### src/rtl/stopwatch_pkg.sv
`default_nettype none
// ============================================================================
//  Module      : stopwatch_pkg
//  Description : Shared state encoding and BCD digit limits for the
//                stopwatch sequencer.
//  Revision    : 1.0 - initial release
// ============================================================================
package stopwatch_pkg;

    typedef enum logic [1:0] {
        IDLE  = 2'd0,
        RUN   = 2'd1,
        PAUSE = 2'd2,
        LAP   = 2'd3
    } state_t;

    localparam logic [3:0] TENTHS_MAX   = 4'd9;
    localparam logic [3:0] SEC_ONES_MAX = 4'd9;
    localparam logic [3:0] SEC_TENS_MAX = 4'd5;
    localparam logic [3:0] MIN_MAX      = 4'd9;

endpackage
`default_nettype wire

### src/rtl/bcd_digit.sv
`default_nettype none
// ============================================================================
//  Module      : bcd_digit
//  Description : Single BCD digit counting 0..MAX with synchronous clear and
//                a combinational carry raised on the increment that wraps.
//  Revision    : 1.0 - initial release
// ============================================================================
module bcd_digit #(
    parameter logic [3:0] MAX = 4'd9
) (
    input  logic       clock,
    input  logic       reset,
    input  logic       inc,
    input  logic       clr,
    output logic [3:0] value,
    output logic       carry
);

    logic [3:0] value_q;
    logic [3:0] value_d;

    // Next digit value: clear wins over increment, wrap to 0 past MAX.
    always_comb begin
        value_d = value_q;
        if (clr) begin
            value_d = 4'd0;
        end else if (inc) begin
            value_d = (value_q == MAX) ? 4'd0 : value_q + 4'd1;
        end
    end

    // Digit register.
    always_ff @(posedge clock or posedge reset) begin
        if (reset) begin
            value_q <= 4'd0;
        end else begin
            value_q <= value_d;
        end
    end

    assign value = value_q;
    assign carry = inc && (value_q == MAX);

endmodule
`default_nettype wire

### src/rtl/stopwatch_ctrl.sv
`default_nettype none
// ============================================================================
//  Module      : stopwatch_ctrl
//  Description : Run/pause/lap/clear stopwatch with a 0.1 s prescaler and a
//                four-digit BCD M:SS.t counter feeding the display mux.
//  Revision    : 1.0 - initial release
// ============================================================================
module stopwatch_ctrl
    import stopwatch_pkg::*;
#(
    parameter int TICK_DIV   = 10_000_000,
    parameter int PRESCALE_W = 24
) (
    input  logic       clock,
    input  logic       reset,
    input  logic       start_stop,
    input  logic       lap,
    input  logic       clear,
    output logic [3:0] hex3,
    output logic [3:0] hex2,
    output logic [3:0] hex1,
    output logic [3:0] hex0,
    output logic       running,
    output logic       frozen,
    output logic       wrap_pulse
);

    localparam logic [PRESCALE_W-1:0] TICK_LAST = PRESCALE_W'(TICK_DIV - 1);

    state_t                state_q, state_d;
    logic [PRESCALE_W-1:0] presc_q, presc_d;
    logic [15:0]           lap_q,   lap_d;
    logic                  wrap_q;

    logic                  counting;
    logic                  tick;
    logic                  lap_capture;
    logic                  clr_time;
    logic [3:0]            d_tenths, d_sec_ones, d_sec_tens, d_min;
    logic                  c_tenths, c_sec_ones, c_sec_tens, c_min;
    logic [15:0]           time_vec;

    assign counting = (state_q == RUN) || (state_q == LAP);
    assign tick     = counting && (presc_q == TICK_LAST);
    assign time_vec = {d_min, d_sec_tens, d_sec_ones, d_tenths};

    // Next-state logic; clear > start_stop > lap, only pulses valid in the
    // current state take part in the priority.
    always_comb begin
        state_d     = state_q;
        lap_capture = 1'b0;
        clr_time    = 1'b0;
        case (state_q)
            IDLE: begin
                if (start_stop) state_d = RUN;
            end
            RUN: begin
                if (start_stop) begin
                    state_d = PAUSE;
                end else if (lap) begin
                    state_d     = LAP;
                    lap_capture = 1'b1;
                end
            end
            LAP: begin
                if (start_stop) state_d = PAUSE;
                else if (lap)   state_d = RUN;
            end
            PAUSE: begin
                if (clear) begin
                    state_d  = IDLE;
                    clr_time = 1'b1;
                end else if (start_stop) begin
                    state_d = RUN;
                end
            end
            default: state_d = IDLE;
        endcase
    end

    // Prescaler and lap register next values; the lap snapshot is taken from
    // the digit registers so a coincident tick is not yet reflected.
    always_comb begin
        presc_d = presc_q;
        if (state_q == IDLE || clr_time) begin
            presc_d = '0;
        end else if (counting) begin
            presc_d = tick ? '0 : presc_q + PRESCALE_W'(1);
        end
        lap_d = lap_capture ? time_vec : lap_q;
    end

    // State, prescaler, lap and wrap registers.
    always_ff @(posedge clock or posedge reset) begin
        if (reset) begin
            state_q <= IDLE;
            presc_q <= '0;
            lap_q   <= '0;
            wrap_q  <= 1'b0;
        end else begin
            state_q <= state_d;
            presc_q <= presc_d;
            lap_q   <= lap_d;
            wrap_q  <= c_min;
        end
    end

    bcd_digit #(.MAX(TENTHS_MAX)) u_tenths (
        .clock (clock), .reset (reset), .inc (tick),       .clr (clr_time),
        .value (d_tenths),   .carry (c_tenths)
    );

    bcd_digit #(.MAX(SEC_ONES_MAX)) u_sec_ones (
        .clock (clock), .reset (reset), .inc (c_tenths),   .clr (clr_time),
        .value (d_sec_ones), .carry (c_sec_ones)
    );

    bcd_digit #(.MAX(SEC_TENS_MAX)) u_sec_tens (
        .clock (clock), .reset (reset), .inc (c_sec_ones), .clr (clr_time),
        .value (d_sec_tens), .carry (c_sec_tens)
    );

    bcd_digit #(.MAX(MIN_MAX)) u_min (
        .clock (clock), .reset (reset), .inc (c_sec_tens), .clr (clr_time),
        .value (d_min),      .carry (c_min)
    );

    assign running    = counting;
    assign frozen     = (state_q == LAP);
    assign wrap_pulse = wrap_q;
    assign {hex3, hex2, hex1, hex0} = frozen ? lap_q : time_vec;

endmodule
`default_nettype wire

### config.mk
export PLATFORM = sky130hd
export DESIGN_NAME = stopwatch_ctrl
export DESIGN_NICKNAME = d
export VERILOG_FILES = /design/src/rtl/stopwatch_pkg.sv /design/src/rtl/bcd_digit.sv /design/src/rtl/stopwatch_ctrl.sv
export SDC_FILE = /design/constraint.sdc
export NUM_CORES = 1
export LEC_CHECK = 0
export ABC_AREA = 1
export ABC_CLOCK_PERIOD_IN_PS = 3400
export BUFFER_PORTS_ARGS = -buffer_cell sky130_fd_sc_hd__buf_2
export CAP_MARGIN = 20
export CORE_ASPECT_RATIO = 1.4
export CORE_UTILIZATION = 55
export CTS_CLUSTER_SIZE = 12
export DETAILED_ROUTE_END_ITERATION = 8
export PLACE_DENSITY = 0.74
export SYNTH_ARGS = -nofsm -noshare
export SYNTH_HDL_FRONTEND = slang
export SYNTH_SLANG_ARGS = --single-unit
### constraint.sdc
create_clock -name clock -period 3.4 [get_ports clock]
set_clock_uncertainty 0.2 [all_clocks]
set_input_delay 0.68 -clock clock [delete_from_list [all_inputs] [get_ports clock]]
set_output_delay 0.68 -clock clock [all_outputs]
set_load 0.1 [all_outputs]
Word-level counts from Yosys, hierarchy flattened
Cells that the tools add are included.
{ "op_classes": {"addsub": 5, "n_eq_ne": 10, "mux": 28, "n_reduce_logical": 14} }
{ "op_table": {"columns": ["op", "n"], "rows": [
  ["$mux W24", 3],
  ["$mux W4", 12],
  ["$add A24 B1 Y24 const B", 1],
  ["$eq A24 B24 Y1 const B", 1],
  ["$add A4 B1 Y4 const B", 4],
  ["$mux W16", 1],
  ["$eq A4 B4 Y1 const B", 3],
  ["$mux W2", 6],
  ["$reduce_bool A2 Y1", 5],
  ["$pmux W2 S4", 1],
  ["$ne A3 B3 Y1 const B", 2],
  ["$logic_and A1 B1 Y1", 5],
  ["$mux W1", 5],
  ["$eq A2 B2 Y1 const B", 2],
  ["$eq A4 B3 Y1 const B", 1],
  ["$eq A2 B1 Y1 const B", 1],
  ["$logic_not A2 Y1", 1],
  ["$logic_or A1 B1 Y1", 2],
  ["$reduce_and A2 Y1", 1]
]} }
{ "totals": {"reg_bits": 59, "in_bits": 5, "out_inout_bits": 19, "word_cells": 65} }

Logic depth before layout (Yosys ltp)
Gate-level depths: netlist (run 1).
{ "logic_depth": {"word_depth": 8, "ltp_mapped": 10, "ltp_nobuf": 10} }

Hierarchy
A second synthesis (run 1) with hierarchy kept.
{ "hier_totals": {"hier_cells": 509, "hier_area_um2": 3565.9} }
{ "by_module_without_submodules": {"columns": ["module", "instances", "cells_per_inst", "area_per_inst_um2", "seq_area_each_um2"], "rows": [
  ["stopwatch_ctrl", 1, 357, 2492.4, 1076.0],
  ["bcd_digit at u_min ...", 3, 37, 269.0, 100.1],
  ["bcd_digit at u_sec_tens", 1, 41, 266.5, 100.1]
]} }

Worst setup path before layout (run 1)
Ideal clock, no wire load.
{ "synth_timing": {"kind": "register to output", "startpoint": "register state_q[0]", "endpoint": "output hex1[0]", "t_arrival_ns": 3.711, "required_time_ns": 2.520, "setup_slack_ns": -1.191, "stages_incl_launch_ff": 5, "path_buffers": 1, "cell_sequence": "dfrtp_1 > nand2_1 > clkinv_1 > clkbuf_1 > o21ai_0"} }
{ "synth_via": {"elab_chain_len": 2} }
{ "synth_lines": {"columns": ["element", "line_no", "text"], "rows": [
  ["start: declaration", "stopwatch_ctrl.sv:30", "state_t state_q, state_d;"],
  ["start signal: assignment", "stopwatch_ctrl.sv:101", "state_q <= state_d;"],
  ["$eq A2 B2 Y1", "stopwatch_ctrl.sv:129", "assign frozen = (state_q == LAP);"],
  ["net frozen", "stopwatch_ctrl.sv:24", "output logic frozen,"],
  ["$mux W16", "stopwatch_ctrl.sv:131", "assign {hex3, hex2, hex1, hex0} = frozen ? lap_q : time_vec;"],
  ["end: declaration", "stopwatch_ctrl.sv:21", "output logic [3:0] hex1,"]
]} }
The timed path passes the listed nets, and every way through them passes these cells.

Worst setup path in the final report (run 1)
{ "layout_timing": {"startpoint": "register state_q[0]", "endpoint": "output hex0[0]"} }
{ "layout_via": {"elab_chain_len": 2} }
{ "layout_lines": {"columns": ["element", "line_no", "text"], "rows": [
  ["$eq A2 B2 Y1", "stopwatch_ctrl.sv:129", null],
  ["$mux W16", "stopwatch_ctrl.sv:131", null],
  ["end: declaration", "stopwatch_ctrl.sv:22", "output logic [3:0] hex0,"]
]} }
No other way between the ends.

==> results.py, run 1 <==
metrics = {
    "synthesis": {
        "synth_cell_types": 35,
        "ys_top_cells_by_area": "dfrtp_1 42%, nand2_1 12%, o21ai_0 6.1%, nand3_1 5.8%, inv_1 4.9%",
        "yosys.area_share.adder": 0.0320,
        "syn_area_um2": 3520,
        "yosysMostFrequentCell": "nand2_1",
        "synthMuxAreaShare": 0,
        "ys_ff_latch": 59,
        "synth_top_area_cell": "dfrtp_1",
        "synth_compound_area_frac": 0.0980,
        "avgSynthCellArea_um2": 7.71,
        "synthTopCellsByCount": "111 x nand2_1, 59 x dfrtp_1, 46 x inv_1, 43 x o21ai_0, 41 x nand3_1",
        "syn_nets": 471,
        "synth-seq-area-share": 0.419,
        "synth-simple-area-share": 0.327,
        "yosysWarnings": 0,
        "synth-async-reset-ratio": 1.00,
        "synth_edf_count": 0,
        "synth_top_family_by_area": "simple AND/OR/NAND/NOR gates",
        "syn_inst": 457,
        "netlist.area_leader.share": 0.419,
        "synthXorXnorAreaFrac": 0.0447,
        "ys.flop_type": "dfrtp_1",
    },
    "die": {
        "row_count": 34,
        "die_y_um": 96.7,
        "start_util": 0.567,
        "core_um2": 6210,
        "num_io_pins": 24,
        "die_w_um": 69.6,
        "dieArea_um2": 6730,
    },
    "route": {
        "via_per_inst": 5.55,
        "ant_nets": 0,
        "dr.first_iter.drc_count": 213,
        "drc": 0,
        "dr.pass1.iters": 4,
        "wl_per_cell_um": 14.2,
        "vias": 3097,
        "wirelength_um": 7940,
    },
    "placement": {
        "gp_congestion": 0.817,
        "io_buffer_count": 23,
        "dp_hpwl_um": 5680,
        "dp_slack_ps": 443,
    },
    "final_layout": {
        "drive_gt1_frac": 0.165,
        "layout.nets": 495,
        "antenna_cells": 0,
        "post-route-util": 0.633,
        "syn_to_final_growth_pct": 11.6,
    },
    "global_route": {
        "grt.total_usage": 0.257,
        "grt_max_degree": 60,
        "antenna_found_initial": 0,
        "grt_pass1_wl_um": 13800,
        "grt_remaining_overflow": 0,
        "grt_pass1_vias": 3013,
    },
    "clocking": {
        "clock_sinks": 59,
        "cts_hold_buf": 0,
        "post_cts_buffers": 0,
        "clk-insertion-delay-late_ps": 350,
        "cts-htree-levels": 3,
        "cts_resized": 0,
        "clk_pin_slew_ps": 60,
        "cts_root_buffer": "clkbuf_8",
        "clockBufferDepth": 2,
        "cts_inserted_buffers": 9,
        "tritoncts": "done",
    },
    "power": {
        "power.density_nw_per_um2": 588,
        "p_leak_nw": 1.92,
        "ir_drop_mv": 0.491,
    },
    "sta": {
        "setup_tns_ps": 0,
        "clock.fmax_ghz": 0.322,
        "rsz0062_at_grt": "no",
        "relSlewSlack": 0.498,
        "fin_crit_sh": 0.912,
        "fin_crit_ps": 3100,
        "finalWorstSetupSlack_ps": 298,
        "worst_pin_slew_ps": 753,
        "holdWs_ps": 290,
        "finalHoldViolCount": 0,
        "finalMaxSlewViolations": 0,
        "setup_viol": 0,
    },
    "setup_path": {
        "cp_max_fo": 27,
        "cp_data_required_time_ps": 2520,
        "slowest_stage": "buf_2",
        "cp-start-kind": "register",
        "end_kind": "output pin",
        "crit_type": "reg -> out",
        "cpLargestDelayFamily": "buffers and inverters",
        "max_stage_delay_ps": 460,
        "path_buf_inv": 2,
        "crit_chain": "nand2_1 -> clkinvlp_4 -> o21ai_0 -> buf_2",
        "cp.arrival_ps": 2220,
    },
    "run_status": {
        "status": "finished clean",
    },
    "hold_path": {
        "min-delay-path-class": "reg -> reg",
    },
    "flow_run": {
        "maxCapViolations": 0,
    },
}
[power by group]
| group | switching, mW | total, mW | internal [mW] |
|---|---|---|---|
| sequential | 0.0649 | 0.836 | 0.771 |
| combinational | 0.563 | 0.689 | 0.126 |
| clock | 0.282 | 0.787 | 0.504 |
[through the flow]
stage / total power, mW / instances / instance area [µm²]
after floorplan: 1.42 / 457 / 3530
after global placement: 1.52 / 542 / 3690
after detailed placement: 1.53 / 542 / 3690
after CTS: 2.31 / 558 / 3930
after global routing: 2.42 / 558 / 3930
final: 2.31 / 558 / 3930
[final cells by class]
type | count | area [µm²]
Tap cell | 72 | 90.1
Clock inverter | 5 | 100
Sequential cell | 59 | 1480
Timing Repair Buffer | 25 | 130
Inverter | 56 | 214
Multi-Input combinational cell | 330 | 1780
Clock buffer | 11 | 141
Fill cell | 524 | 2280
[metal layers]
| layer | routed length (µm) | vias to the layer above | GRT usage |
|---|---|---|---|
| met3 | 191 | 15 | 0.0375 |
| met1 | 3250 | 1505 | 0.298 |
| met5 | 0 | - | 0 |
| met4 | 184 | 0 | 0.131 |
| met2 | 4310 | 42 | 0.455 |
| li1 | - | 1535 | - |
[registers in the layout, indices dropped and copies added (netlist names)]
signal / cells
lap_q: 16
u_min.value: 4
u_tenths.value: 4
u_sec_ones.value: 4
state_q: 2
u_sec_tens.value: 4
wrap_pulse: 1
presc_q: 24
[cells in the final DEF, fill, tap and decap left out, types with 2 or more instances in the layout]
cell       Yosys  routed
nor2_1        34      34
nor3_1        13      13
nand3_1       41      41
nand4_1       10      10
nor2_2         6       6
a21oi_1        5       5
nand3b_1       2       2
nand3_2        2       2
bufinv_16      0       3
clkbuf_8       0      10
buf_4          2       2
nor2_4         4       4
nand2_1      111     111
inv_1         46      45
xor2_1        15      15
buf_2          1      23
nand4_2        2       2
o21ai_2        1       4
xnor2_1        3       3
dfrtp_1       59      59
ha_1           9       9
o21ai_0       43      34
o22ai_1        6       6
nand2_2        7       7
inv_2          8       9
nand3_4        2       2
clkinv_2       0       2
o21ai_1        7      13
[final timing paths]
| kind | from | end | slack (ps) | cells after the start |
|---|---|---|---|---|
| worst max register to register | u_tenths.value[1] | u_sec_tens.value[3] | 1240 | 9 |
| min in group asynchronous | reset | presc_q[11] | 340 | 3 |
| max in group asynchronous | reset | lap_q[4] | 2160 | 3 |
| worst min register to register | lap_q[3] | lap_q[3] | 290 | 2 |
| worst min-delay path | lap_q[3] | lap_q[3] | 290 | 2 |
| worst max-delay path | state_q[0] | hex0[0] | 300 | 4 |
[kinds of logic (layout without fill, tap and decap cells)]
| kind of cell | Yosys count | in the layout |
|---|---|---|
| compound gates | 65 | 65 |
| xor+xnor | 18 | 18 |
| fa+ha+maj | 9 | 9 |
| buf+inv | 68 | 97 |
| flops | 59 | 59 |
| simple gates | 238 | 238 |
[worst min-delay path, stage by stage (launching register included)]
cell	delay, ps
dfrtp_1	340
nand2_1	50
o21ai_0	60
Power figures use the tool's default switching activity.
==> run 2: changes to the inputs <==
--- a/config.mk
+++ b/config.mk
@@ -5,11 +5,10 @@
 export SDC_FILE = /design/constraint.sdc
 export NUM_CORES = 1
 export LEC_CHECK = 0
-export ABC_AREA = 1
 export ABC_CLOCK_PERIOD_IN_PS = 3400
 export BUFFER_PORTS_ARGS = -buffer_cell sky130_fd_sc_hd__buf_2
 export CAP_MARGIN = 20
-export CORE_ASPECT_RATIO = 1.4
+export CORE_ASPECT_RATIO = 1.25
 export CORE_UTILIZATION = 55
 export CTS_CLUSTER_SIZE = 12
 export DETAILED_ROUTE_END_ITERATION = 8
==> run 2 against run 1 <==
Net effect:
- highest routed layer unchanged
- routed wire length shrank 17%
- register-to-register slack worse by 480 ps
- the run now ends with design-rule violations left
- largest power group unchanged
- global-route usage shrank 1.6 points
- cell count shrank 27%
- maximum frequency grew 5.7%
- largest cell class unchanged
==> results.py, run 2 <==
metrics = {
    "sta": {
        "fin_crit_sh": 0.863,
        "rsz0062_at_grt": "no",
        "finalMaxSlewViolations": 0,
        "clock.fmax_ghz": 0.341,
        "relSlewSlack": 0.324,
        "worst_pin_slew_ps": 1010,
        "holdWs_ps": 207,
        "setup_tns_ps": 0,
        "fin_crit_ps": 2930,
        "setup_viol": 0,
        "finalWorstSetupSlack_ps": 467,
        "finalHoldViolCount": 0,
    },
    "global_route": {
        "grt_pass1_wl_um": 11600,
        "antenna_found_initial": 0,
        "grt.total_usage": 0.241,
        "grt_max_degree": 32,
        "grt_remaining_overflow": 0,
        "grt_pass1_vias": 2483,
    },
    "synthesis": {
        "yosysMostFrequentCell": "dfrtp_1",
        "syn_inst": 317,
        "synth_top_family_by_area": "simple AND/OR/NAND/NOR gates",
        "synth_cell_types": 50,
        "avgSynthCellArea_um2": 10.2,
        "netlist.area_leader.share": 0.456,
        "synth-seq-area-share": 0.456,
        "syn_area_um2": 3230,
        "synth-async-reset-ratio": 1.00,
        "synth_edf_count": 0,
        "ys.flop_type": "dfrtp_1",
        "ys_ff_latch": 59,
        "synthMuxAreaShare": 0.104,
        "yosys.area_share.adder": 0.0348,
        "synthTopCellsByCount": "59 x dfrtp_1, 29 x nand2_1, 28 x mux2_2, 20 x a31oi_1, 18 x a21oi_1",
        "synth-simple-area-share": 0.197,
        "ys_top_cells_by_area": "dfrtp_1 46%, mux2_2 9.7%, a31oi_1 3.9%, ha_1 3.5%, nand2_1 3.4%",
        "synth_compound_area_frac": 0.161,
        "synthXorXnorAreaFrac": 0.00812,
        "synth_top_area_cell": "dfrtp_1",
        "yosysWarnings": 0,
        "syn_nets": 331,
    },
    "setup_path": {
        "cpLargestDelayFamily": "buffers and inverters",
        "crit_chain": "nand2_1 -> buf_4 -> clkinv_1 -> o21ai_2 -> buf_2",
        "cp-start-kind": "register",
        "slowest_stage": "buf_2",
        "end_kind": "output pin",
        "cp_max_fo": 13,
        "crit_start": "state_q[1]",
        "crit_type": "reg -> out",
        "max_stage_delay_ps": 440,
        "path_buf_inv": 3,
        "regToRegStartpoint": "presc_q[0]",
        "cp.arrival_ps": 2050,
        "cp_data_required_time_ps": 2520,
    },
    "clocking": {
        "clk_pin_slew_ps": 70,
        "cts_resized": 0,
        "cts_inserted_buffers": 9,
        "cts_hold_buf": 0,
        "tritoncts": "done",
        "post_cts_buffers": 0,
        "clockBufferDepth": 2,
        "cts-htree-levels": 3,
        "clock_sinks": 59,
        "cts_root_buffer": "clkbuf_8",
        "clk-insertion-delay-late_ps": 340,
    },
    "die": {
        "dieArea_um2": 6190,
        "num_io_pins": 24,
        "die_w_um": 70.6,
        "row_count": 30,
        "core_um2": 5560,
        "start_util": 0.582,
        "die_y_um": 87.7,
    },
    "placement": {
        "dp_hpwl_um": 4380,
        "dp_cells": 390,
        "gp_congestion": 0.790,
        "io_buffer_count": 23,
        "dp_slack_ps": 809,
        "dpl-instance-area_um2": 3400,
    },
    "final_layout": {
        "antenna_cells": 0,
        "final_cells": 405,
        "reg_top3": "presc_q x24, lap_q x16",
        "max_flop_register": "presc_q",
        "largest_reg_flops": 24,
        "final_common_cell": "dfrtp_1",
        "post-route-util": 0.642,
        "layout.nets": 351,
        "final_cell_mix": "59 x dfrtp_1, 29 x nand2_1, 28 x mux2_2",
        "syn_to_final_growth_pct": 10.3,
        "post-route-cell-area_um2": 3570,
        "drive_gt1_frac": 0.235,
        "fill_cells": 492,
    },
    "route": {
        "drc": 6,
        "ant_nets": 0,
        "vias": 2482,
        "wl_per_cell_um": 16.3,
        "wirelength_um": 6590,
        "via_per_inst": 6.13,
        "dr.first_iter.drc_count": 188,
        "dr.pass1.iters": 6,
    },
    "hold_path": {
        "min-delay-path-class": "in -> async",
    },
    "power": {
        "ir_drop_mv": 0.332,
        "p_leak_nw": 1.69,
        "power.density_nw_per_um2": 685,
        "p_total_mw": 2.44,
    },
    "run_status": {
        "status": "complete, but fails checks",
        "violations": "design-rule violations",
    },
    "flow_run": {
        "maxCapViolations": 0,
    },
}
## run 2: power by group
part           internal [mW]  total [mW]  switching, mW  leakage, nW
clock                  0.276       0.563          0.288       0.0839
sequential             0.859        1.01          0.150        0.810
combinational          0.284       0.872          0.588        0.799
total                   1.42        2.44           1.03         1.69
## run 2: cell families after synthesis
| kind of cell | after synthesis |
|---|---|
| AOI/OAI and AO/OA | 81 |
| DFF | 59 |
| muxes | 30 |
| and+or+nand+nor | 107 |
| buffers and inverters | 28 |
| adders and majority gates | 9 |
| xor gates and xnor gates | 3 |
## run 2: per-layer routing
metal / GRT usage / routed length, µm / vias to the layer above
li1: - / - / 1217
met1: 0.289 / 2870 / 1217
met2: 0.425 / 3400 / 37
met3: 0.0587 / 202 / 11
met4: 0.0891 / 112 / 0
met5: 0 / 0 / -
## run 2: path summary, 6_finish.rpt
check                              end  slack (ps)  depth (start not counted)
setup reg to reg           presc_q[11]         760                          7
hold / removal                lap_q[4]         210                          2
max in group asynchronous  presc_q[14]        2200                          3
setup / recovery               hex0[1]         470                          5
hold reg to reg            presc_q[20]         280                          1
min in group clock         presc_q[20]         280                          1
## run 2: area by class of cell
type	instances	area, µm²	share of cell area
multi-input combinational	230	1650	0.462
sequential	59	1480	0.414
timing repair buffer	27	158	0.0442
clock buffer	10	138	0.0386
tap	64	80.1	0.0224
inverter	10	37.5	0.0105
clock inverter	5	30.0	0.00842
## run 2: worst register-to-register path, delay by kind of cell (launching register included)
| family | cells | cell delay (ps) |
|---|---|---|
| AO/OA/AOI/OAI | 3 | 840 |
| AND/OR/NAND/NOR | 2 | 540 |
| flip-flops | 1 | 420 |
| buffers and inverters | 1 | 330 |
| adder cells (fa/ha/maj) | 1 | 230 |
